## config.mk

```make
export PLATFORM = sky130hd
export DESIGN_NAME = filter_inverse_block
export DESIGN_NICKNAME = d
export VERILOG_FILES = /design/src/rtl/filter_inverse_block.sv
export SDC_FILE = /design/constraint.sdc
export NUM_CORES = 1
export LEC_CHECK = 0
export ABC_AREA = 0
export CAP_MARGIN = 20
export CORE_MARGIN = 4
export CORE_UTILIZATION = 45
export DETAILED_ROUTE_END_ITERATION = 12
export GPL_ROUTABILITY_DRIVEN = 1
export HOLD_SLACK_MARGIN = 0.1
export PLACE_DENSITY = 0.87
export SLEW_MARGIN = 20
export SYNTH_ARGS = -nofsm -noshare
export SYNTH_HDL_FRONTEND = slang
export SYNTH_SLANG_ARGS = --single-unit
```

## constraint.sdc

```tcl
create_clock -name clk -period 1.8 [get_ports clk]
set_input_delay 0.18 -clock clk [delete_from_list [all_inputs] [get_ports clk]]
set_output_delay 0.18 -clock clk [all_outputs]
set_load 0.01 [all_outputs]
```

## src/rtl/filter_inverse_block.sv

```systemverilog
// Receive-side decoder for the shift-by-one filter chain: STAGES inverse stages in
// series rebuild {data, valid, parity}, and a wrapping counter tracks delivered words.

module filter_inverse_stage #(
    parameter int W = 16
) (
    input  logic         clk,
    input  logic         reset,
    input  logic [W-1:0] d,
    input  logic         v,
    input  logic         p,
    output logic [W-1:0] y_data,
    output logic         y_valid,
    output logic         y_parity
);
    // The forward stage emits a word's MSB as parity one cycle ahead of the shifted
    // data, so last cycle's parity is the MSB this word lost. It loads through bubbles.
    logic p_q;

    always_ff @(posedge clk) begin
        if (reset) begin
            p_q      <= 1'b0;
            y_data   <= '0;
            y_valid  <= 1'b0;
            y_parity <= 1'b0;
        end else begin
            p_q      <= p;
            y_data   <= {p_q, d[W-1:1]};
            y_parity <= d[0];
            y_valid  <= v;
        end
    end
endmodule

module filter_inverse_block #(
    parameter int STAGES = 2,
    parameter int W      = 16,
    parameter int CW     = 16
) (
    input  logic          clk,
    input  logic          reset,
    input  logic [W-1:0]  io_x_data,
    input  logic          io_x_valid,
    input  logic          io_x_parity,
    output logic [W-1:0]  io_y_data,
    output logic          io_y_valid,
    output logic          io_y_parity,
    output logic [CW-1:0] io_count
);
    logic [W-1:0]  stg_data   [STAGES+1];
    logic          stg_valid  [STAGES+1];
    logic          stg_parity [STAGES+1];
    logic [CW-1:0] count_q;

    assign stg_data[0]   = io_x_data;
    assign stg_valid[0]  = io_x_valid;
    assign stg_parity[0] = io_x_parity;

    // Stage 0 undoes the outermost forward stage.
    for (genvar i = 0; i < STAGES; i++) begin : g_stage
        filter_inverse_stage #(.W(W)) u_stage (
            .clk      (clk),
            .reset    (reset),
            .d        (stg_data[i]),
            .v        (stg_valid[i]),
            .p        (stg_parity[i]),
            .y_data   (stg_data[i+1]),
            .y_valid  (stg_valid[i+1]),
            .y_parity (stg_parity[i+1])
        );
    end

    // Steps on the same edge that loads a 1 into the final valid register.
    always_ff @(posedge clk) begin
        if (reset) begin
            count_q <= '0;
        end else if (stg_valid[STAGES-1]) begin
            count_q <= count_q + CW'(1);
        end
    end

    assign io_y_data   = stg_data[STAGES];
    assign io_y_valid  = stg_valid[STAGES];
    assign io_y_parity = stg_parity[STAGES];
    assign io_count    = count_q;
endmodule

```

==> results of run 1 <==
[power by group through the flow]
stage	logic, uW	registers, uW	clock network, uW
2_1_floorplan	52.5	1280	0
3_3_place_gp	150	1270	0
6_report	149	1250	691
4_1_cts	152	1250	706
3_5_place_dp	151	1280	0
5_1_grt	163	1250	766
[registers in the layout (all words and copies together) (netlist names)]
register and cells:
g_stage.u_stage.p_q 2, g_stage.u_stage.y_data 32, g_stage.u_stage.y_parity 2, g_stage.u_stage.y_valid 2, io_count 16
[through the flow]
step	setup WS (ns)	cell area, sq um	hold slack, ns
final	0.2231	2447	0.2526
after global routing	0.1569	2447	0.2510
after CTS	0.2219	2447	0.2526
after detailed placement	0.2464	2349	0.4204
after global placement	0.2763	2349	0.4171
after floorplan	0.1429	1753	0.3082
[cell type report]
type	count	area (sq um)
multi-input combinational	102	640.6
clock inverter	2	16.27
inverter	1	3.754
fill	291	1269
sequential	54	1081
clock buffer	6	82.58
tap	48	60.06
timing repair buffer	58	563.0
[metal layers]
metal,global-route usage,vias up
met5,0,-
met4,0.04468,0
met3,0.05612,2
met2,0.2235,38
met1,0.1843,559
li1,-,646
[logic make-up (layout without fill, tap and decap cells)]
logic type	Yosys count	after routing	synth area share
DFF	54	54	0.6167
AOI/OAI and AO/OA	4	4	0.01356
buffers and inverters	8	67	0.01784
and+or+nand+nor	83	83	0.2698
muxes	4	4	0.02498
adders and majority gates	1	1	0.007137
xor gates and xnor gates	10	10	0.04996
[cell usage after synthesis (2+ instances only)]
cell	n	share of area
clkbuf_1	6	0.013
xnor2_1	4	0.020
a21oi_1	2	0.0057
dfxtp_1	54	0.62
xor2_1	6	0.030
nor2_1	15	0.032
nor2b_1	41	0.15
mux2_2	3	0.019
nor3_1	3	0.0086
nand4_1	5	0.018
nand3_1	5	0.014
and4_1	2	0.010
nand2_1	5	0.011
[worst max path at each step]
stage	cells past startpoint	to	from	slack (ns)
3_3_place_gp	5	io_count[12]	io_count[0]	0.28
5_1_grt	5	io_count[12]	io_count[0]	0.16
6_report	5	io_count[12]	io_count[0]	0.22
2_1_floorplan	5	io_count[12]	io_count[0]	0.14
4_1_cts	5	io_count[12]	io_count[0]	0.22
3_5_place_dp	5	io_count[12]	io_count[0]	0.25
==> qor.csv, run 1 <==
metric,value,unit
status,"finished, final reports clean",
final_cell_mix,"54 x dfxtp_1, 52 x clkdlybuf4s50_1, 41 x nor2b_1",
crit_chain,"ha_1, inv_1, or4_1, xnor2_1, and2b_1",
m1WireLength,1511,um
ctsHoldBuffers,0,
crit_family,simple AND/OR/NAND/NOR gates,
cp-start-kind,register,
track_usage,0.1442,
r2r-start,io_count[0],
final_common_cell,dfxtp_1,
antenna_found_initial,0,
tns,0,ns
syn_avg_cell_area,10.69,sq um
drc,0,
power_frac_clock,0.331,
clk_latency,0.30,ns
route.met2.wl,1550,um
syn_area,1753,sq um
ir_drop,0.5078,mV
switching_share,0.2109,
postSynth.asyncResetShare,0,
syn_inst,164,
via_per_inst,4.594,
die_h,70.42,um
synth_edf_count,0,
clk_path_buf_depth,2,
drt_iter0_drc,51,
start_util,0.4717,
final_util,0.6586,
synth_seq_cells,54,
fp.dieW,70.42,um
relSlewSlack,0.7424,
numPortBuffers,53,
whs_endpoint,g_stage[1].u_stage.y_data[4],
hold_path_depth,2,
crit_path_end_kind,register,
r2r_cells,5,
crit_required,2.00,ns
syn_to_final_growth,39.61,%
hp-start,reset,
grt_overflow,0,
core,3716,sq um
io_pins,54,
r2r-end,io_count[12],
cts_tree,done,
intPower,1647,uW
rrSetupSlack,0.22,ns
switchingPower,440.3,uW
cts_resized,0,
arrival,1.77,ns
synth-seq-area-share,0.6167,
min_period_over_period,0.8761,
cts_buffers,5,
diodes,0,
criticalPathCategory,register to register,
vias,1245,
worst_slew_pin_slew,0.3829,ns
ant_nets,0,
top_layer,met4,
cts_sinks,54,
die_area,4958,sq um
place_congestion,0.7675,
postCtsSetupBuffers,0,
drive_above_1_share,0.08520,
grt_pass1_wl,5644,um
clkSlewWorstSetupHoldPaths,0.09,ns
hold_violations,0,
cp_max_fo,5,
synth.distinct_cells,26,
hold_class,input port to register,
fin_nets,243,
route.met3.wl,190,um
drt-total-wl,3285,um
yosysWarnings,0,
critPathMaxStageDelay,0.53,ns
cts-root-buf,clkbuf_8,
rsz0062_at_grt,false,
max_freq,634.1,MHz
grt_pass1_vias,1149,
finalCriticalPeriod,1.577,ns
htreeDepth,2,
setup_viol,0,
cp_slowest_cell,or4_1,
crit_buf_inv,1,
finalNonFillerCells,271,
skew,0.005808,ns
leakagePower,0.0009281,uW
power,2087,uW
drv_cap,0,
firstDrtPassIters,4,
combPwrFrac,0.071,
seqPwrFrac,0.597,
post_drt_wl_per_cell,12.12,um
powerDensity,852.9,nW/um^2
finalMaxSlewViolations,0,
syn_nets,185,
dpl.hpwl,2402,um
row_count,22,
grt_max_degree,20,
dominantRegCellSynth,dfxtp_1,
dp.cells,263,
No activity file was read; power rests on OpenSTA's default activity.
==> inputs of run 2 (changes only) <==
Settings changed: CORE_UTILIZATION 45 to 49, PLACE_DENSITY 0.87 to 0.93.
Clock period 1.8 ns to 2 ns, I/O delays scaled along.
==> qor.csv, run 2 (synthesis results as in run 1) <==
metric,value,unit
via_per_inst,4.629,
cts_resized,0,
diodes,0,
cp_slowest_cell,clkdlybuf4s50_1,
drc,0,
drt-total-wl,3347,um
arrival,1.43,ns
crit_required,1.80,ns
final_common_cell,dfxtp_1,
top_register,g_stage.u_stage.y_data,
status,"finished, final reports clean",
criticalPathCategory,register to primary output,
post_drt_wl_per_cell,12.54,um
postCtsSetupBuffers,0,
relSlewSlack,0.7445,
min_period_over_period,0.8153,
die_h,67.81,um
drt_iter0_drc,47,
cts_sinks,54,
io_pins,54,
cts_tree,done,
finalCriticalPeriod,1.631,ns
drv_cap,0,
cp-start-kind,register,
ant_nets,0,
worst_slack,0.3694,ns
start_util,0.5172,
die_area,4598,sq um
cts_buffers,5,
antenna_found_initial,0,
crit_chain,clkdlybuf4s50_1,
cp_max_fo,6,
clkSlewWorstSetupHoldPaths,0.15,ns
finalMaxSlewViolations,0,
clk_latency,0.38,ns
crit_family,buffers and inverters,
leakagePower,0.0009169,uW
final_cell_mix,"54 x dfxtp_1, 52 x clkdlybuf4s50_1, 41 x nor2b_1",
cts-root-buf,clkbuf_4,
dp_slack,0.4342,ns
crit_path_end_kind,primary output,
place_congestion,0.8563,
ctsHoldBuffers,0,
grt_pass1_wl,5361,um
hold_violations,0,
grt_max_degree,37,
vias,1236,
firstDrtPassIters,4,
fp.dieW,67.81,um
dpl.hpwl,2381,um
setup_viol,0,
powerDensity,778.3,nW/um^2
grt_overflow,0,
skew,0.007320,ns
rrSetupSlack,0.42,ns
tns,0,ns
numPortBuffers,53,
drive_above_1_share,0.07692,
syn_to_final_growth,37.83,%
ir_drop,0.5099,mV
track_usage,0.1604,
clk_path_buf_depth,2,
hold_class,input port to register,
grt_pass1_vias,1145,
htreeDepth,2,
largest_reg_flops,32,
core,3390,sq um
row_count,21,
critPathMaxStageDelay,0.60,ns
rsz0062_at_grt,false,
power,1880,uW
fin_nets,241,
worst_slew_pin_slew,0.3798,ns
max_freq,613.3,MHz
crit_buf_inv,1,
## run 2: cell types whose count changed in the layout (fill, tap and decap cells not counted), sizes merged
cell / delta
buf: -2
inv: +1
clkbuf: -1
clkinvlp: -1
bufinv: +1
## run 2: through the flow
stage               hold slack [ns]  std cells  area (sq um)    util
finish                       0.2073        267          2416  0.7128
global route                 0.2033        267          2416  0.7128
CTS                          0.1894        267          2416  0.7128
detailed placement           0.4220        259          2331  0.6877
global placement             0.4161        259          2331  0.6877
floorplan                    0.3282        164          1753       -
## run 2: final cells by class
type	count	area, sq um
inverters	1	3.754
multi-input cells	102	640.6
fillers	232	973.4
repair buffers	56	548.0
clock inverters	3	47.55
well taps	46	57.56
flip-flops and latches	54	1081
clock buffers	5	37.54
## run 2: layer usage
layer / track usage / wire length [um] / vias up
li1: - / - / 640
met4: 0.07940 / 76 / 0
met2: 0.2527 / 1626 / 39
met3: 0.06404 / 245 / 6
met1: 0.1896 / 1398 / 551
met5: 0 / 0 / -
## run 2: power by group
group	internal (uW)	total (uW)	switching [uW]	leakage [uW]
clock	273	624	352	0.0000462
sequential	1110	1120	11.4	0.000443
combinational	83.0	131	48.1	0.000427
## run 2: path summary, 6_finish.rpt
path                                                   from                endpoint  cells after the start
worst max register to register                  io_count[0]            io_count[12]                      5
worst min register to register  g_stage[0].u_stage.y_parity  g_stage[1].u_stage.p_q                      1
worst max-delay path                            io_count[3]             io_count[3]                      1
worst min-delay path                                  reset            io_count[10]                      2
==> inputs of run 3 (changes only) <==
Settings changed: CORE_UTILIZATION 49 to 45, PLACE_DENSITY 0.93 to 0.87.
Clock period 2 ns to 1.52 ns, I/O delays scaled along.
==> qor.csv, run 3 (synthesis results as in run 1) <==
metric,value,unit
status,"finished, final reports clean",
worst_slew_pin_slew,0.3885,ns
io_pins,54,
top_register,g_stage.u_stage.y_data,
largest_reg_flops,32,
criticalPathCategory,register to register,
r2r-end,io_count[12],
cts_sinks,54,
nFillCells,296,
switchingPower,499.1,uW
syn_to_final_growth,46.97,%
dpl.hpwl,2596,um
cts_buffers,5,
multiInputGateArea,673.1,sq um
power_frac_clock,0.321,
hold_ws,0.2517,ns
htreeDepth,2,
grt_util_met1,0.1704,
critPathMaxStageDelay,0.55,ns
place_congestion,0.8044,
row_count,22,
hold_class,input port to register,
post_drt_wl_per_cell,12.67,um
fin_nets,254,
diodes,0,
crit_family,simple AND/OR/NAND/NOR gates,
die_h,70.42,um
finalNonFillerCells,282,
grt_max_degree,23,
dp.cells,273,
hold_path_depth,2,
grt_overflow,0,
switching_share,0.2041,
cp-start-kind,register,
drt_iter0_drc,85,
grt_pass1_wl,5802,um
start_util,0.4717,
crit_buf_inv,1,
die_area,4958,sq um
clk_latency,0.29,ns
whs_endpoint,io_count[8],
powerDensity,949.1,nW/um^2
firstDrtPassIters,4,
vias,1299,
drc,0,
drt-total-wl,3572,um
arrival,1.67,ns
track_usage,0.1483,
globalRouteMet3Util,0.04748,
relSlewSlack,0.7410,
leakagePower,0.001068,uW
clk_path_buf_depth,2,
crit_chain,"ha_4, inv_1, or4_1, xnor2_1, and2b_1",
cts_tree,done,
setup_viol,0,
finalMaxSlewViolations,0,
core,3716,sq um
ctsHoldBuffers,0,
min_period_over_period,0.9668,
ir_drop,0.5395,mV
final_cell_mix,"48 x clkdlybuf4s50_1, 47 x dfxtp_1, 41 x nor2b_1",
finalCriticalPeriod,1.470,ns
seqPwrFrac,0.604,
max_freq,680.5,MHz
clkSlewWorstSetupHoldPaths,0.09,ns
numPortBuffers,53,
intPower,1946,uW
cts-root-buf,clkbuf_8,
cp_slowest_cell,or4_1,
ant_nets,0,
crit_path_end_kind,register,
combPwrFrac,0.075,
rrSetupSlack,0.05,ns
fp.dieW,70.42,um
busiest_layer,met2,
grtUsageMet2,0.2536,
r2r_cells,5,
final_common_cell,clkdlybuf4s50_1,
skew,0.005849,ns
via_per_inst,4.606,
hp-start,reset,
drive_above_1_share,0.1667,
grt_pass1_vias,1291,
seqCellArea,1092,sq um
drv_cap,0,
cp_max_fo,2,
antenna_found_initial,0,
crit_required,1.72,ns
r2r-start,io_count[0],
hold_violations,0,
run 3: changes by cell type in the layout (fill, tap and decap cells not counted), moves of 2 or more:
cell | previous run | this run
buf_4 | 3 | 16
dfxtp_1 | 54 | 47
clkbuf_8 | 0 | 6
dfxtp_2 | 0 | 6
clkbuf_4 | 5 | 0
clkdlybuf4s50_1 | 52 | 48
dlymetal6s2s_1 | 0 | 4
inv_6 | 2 | 0
run 3: worst register-to-register path, cell delays in order (launching register included):
cell	delay (ns)
dfxtp_2	0.36
ha_4	0.13
inv_1	0.04
or4_1	0.55
xnor2_1	0.14
and2b_1	0.15
run 3: per-layer routing:
metal / part of all wire / up-vias / routed length [um]
li1: - / 667 / -
met1: 0.42 / 582 / 1495
met2: 0.51 / 48 / 1819
met3: 0.062 / 2 / 220
met4: 0.010 / 0 / 36
met5: 0 / - / 0
run 3: final cells by class:
cell class	count	share of cell area
clock buffer	7	0.03351
clock inverter	1	0.001943
inverter	1	0.001457
multi-input combinational	102	0.2613
sequential	54	0.4240
tap	48	0.02331
timing repair buffer	69	0.2545
run 3: power groups by stage:
stage               Combinational [uW]  Sequential, uW  Clock, uW
finish                             184            1480        785
global route                       201            1480        881
CTS                                184            1480        807
detailed placement                 184            1510          0
global placement                   181            1510          0
floorplan                         63.1            1520          0
run 3: worst max path at each step:
stage	from	end	slack, ns	cells after the start
5_1_grt	g_stage[0].u_stage.y_valid	io_count[12]	-0.04	4
2_1_floorplan	io_count[2]	io_count[12]	0.003	4
6_report	io_count[0]	io_count[12]	0.05	5
3_3_place_gp	io_count[1]	io_count[12]	0.09	5
4_1_cts	io_count[5]	io_count[5]	0.02	2
3_5_place_dp	io_count[8]	io_count[13]	0.05	5
run 3: what timing repair did:
action,in CTS,in global routing
resized for setup,0,12
endpoints found under the setup margin,0,8
setup buffers,0,1
run 3: through the flow:
step | TNS (ns) | util | setup WS [ns] | total power (uW) | area (sq um)
3_5_place_dp | 0 | 0.6566 | 0.04790 | 1696 | 2440
6_report | 0 | 0.6933 | 0.05040 | 2445 | 2576
4_1_cts | 0 | 0.6811 | 0.02439 | 2470 | 2531
3_3_place_gp | 0 | 0.6566 | 0.08707 | 1690 | 2440
5_1_grt | -0.05187 | 0.6933 | -0.04210 | 2565 | 2576
2_1_floorplan | 0 | - | 0.002882 | 1585 | 1769
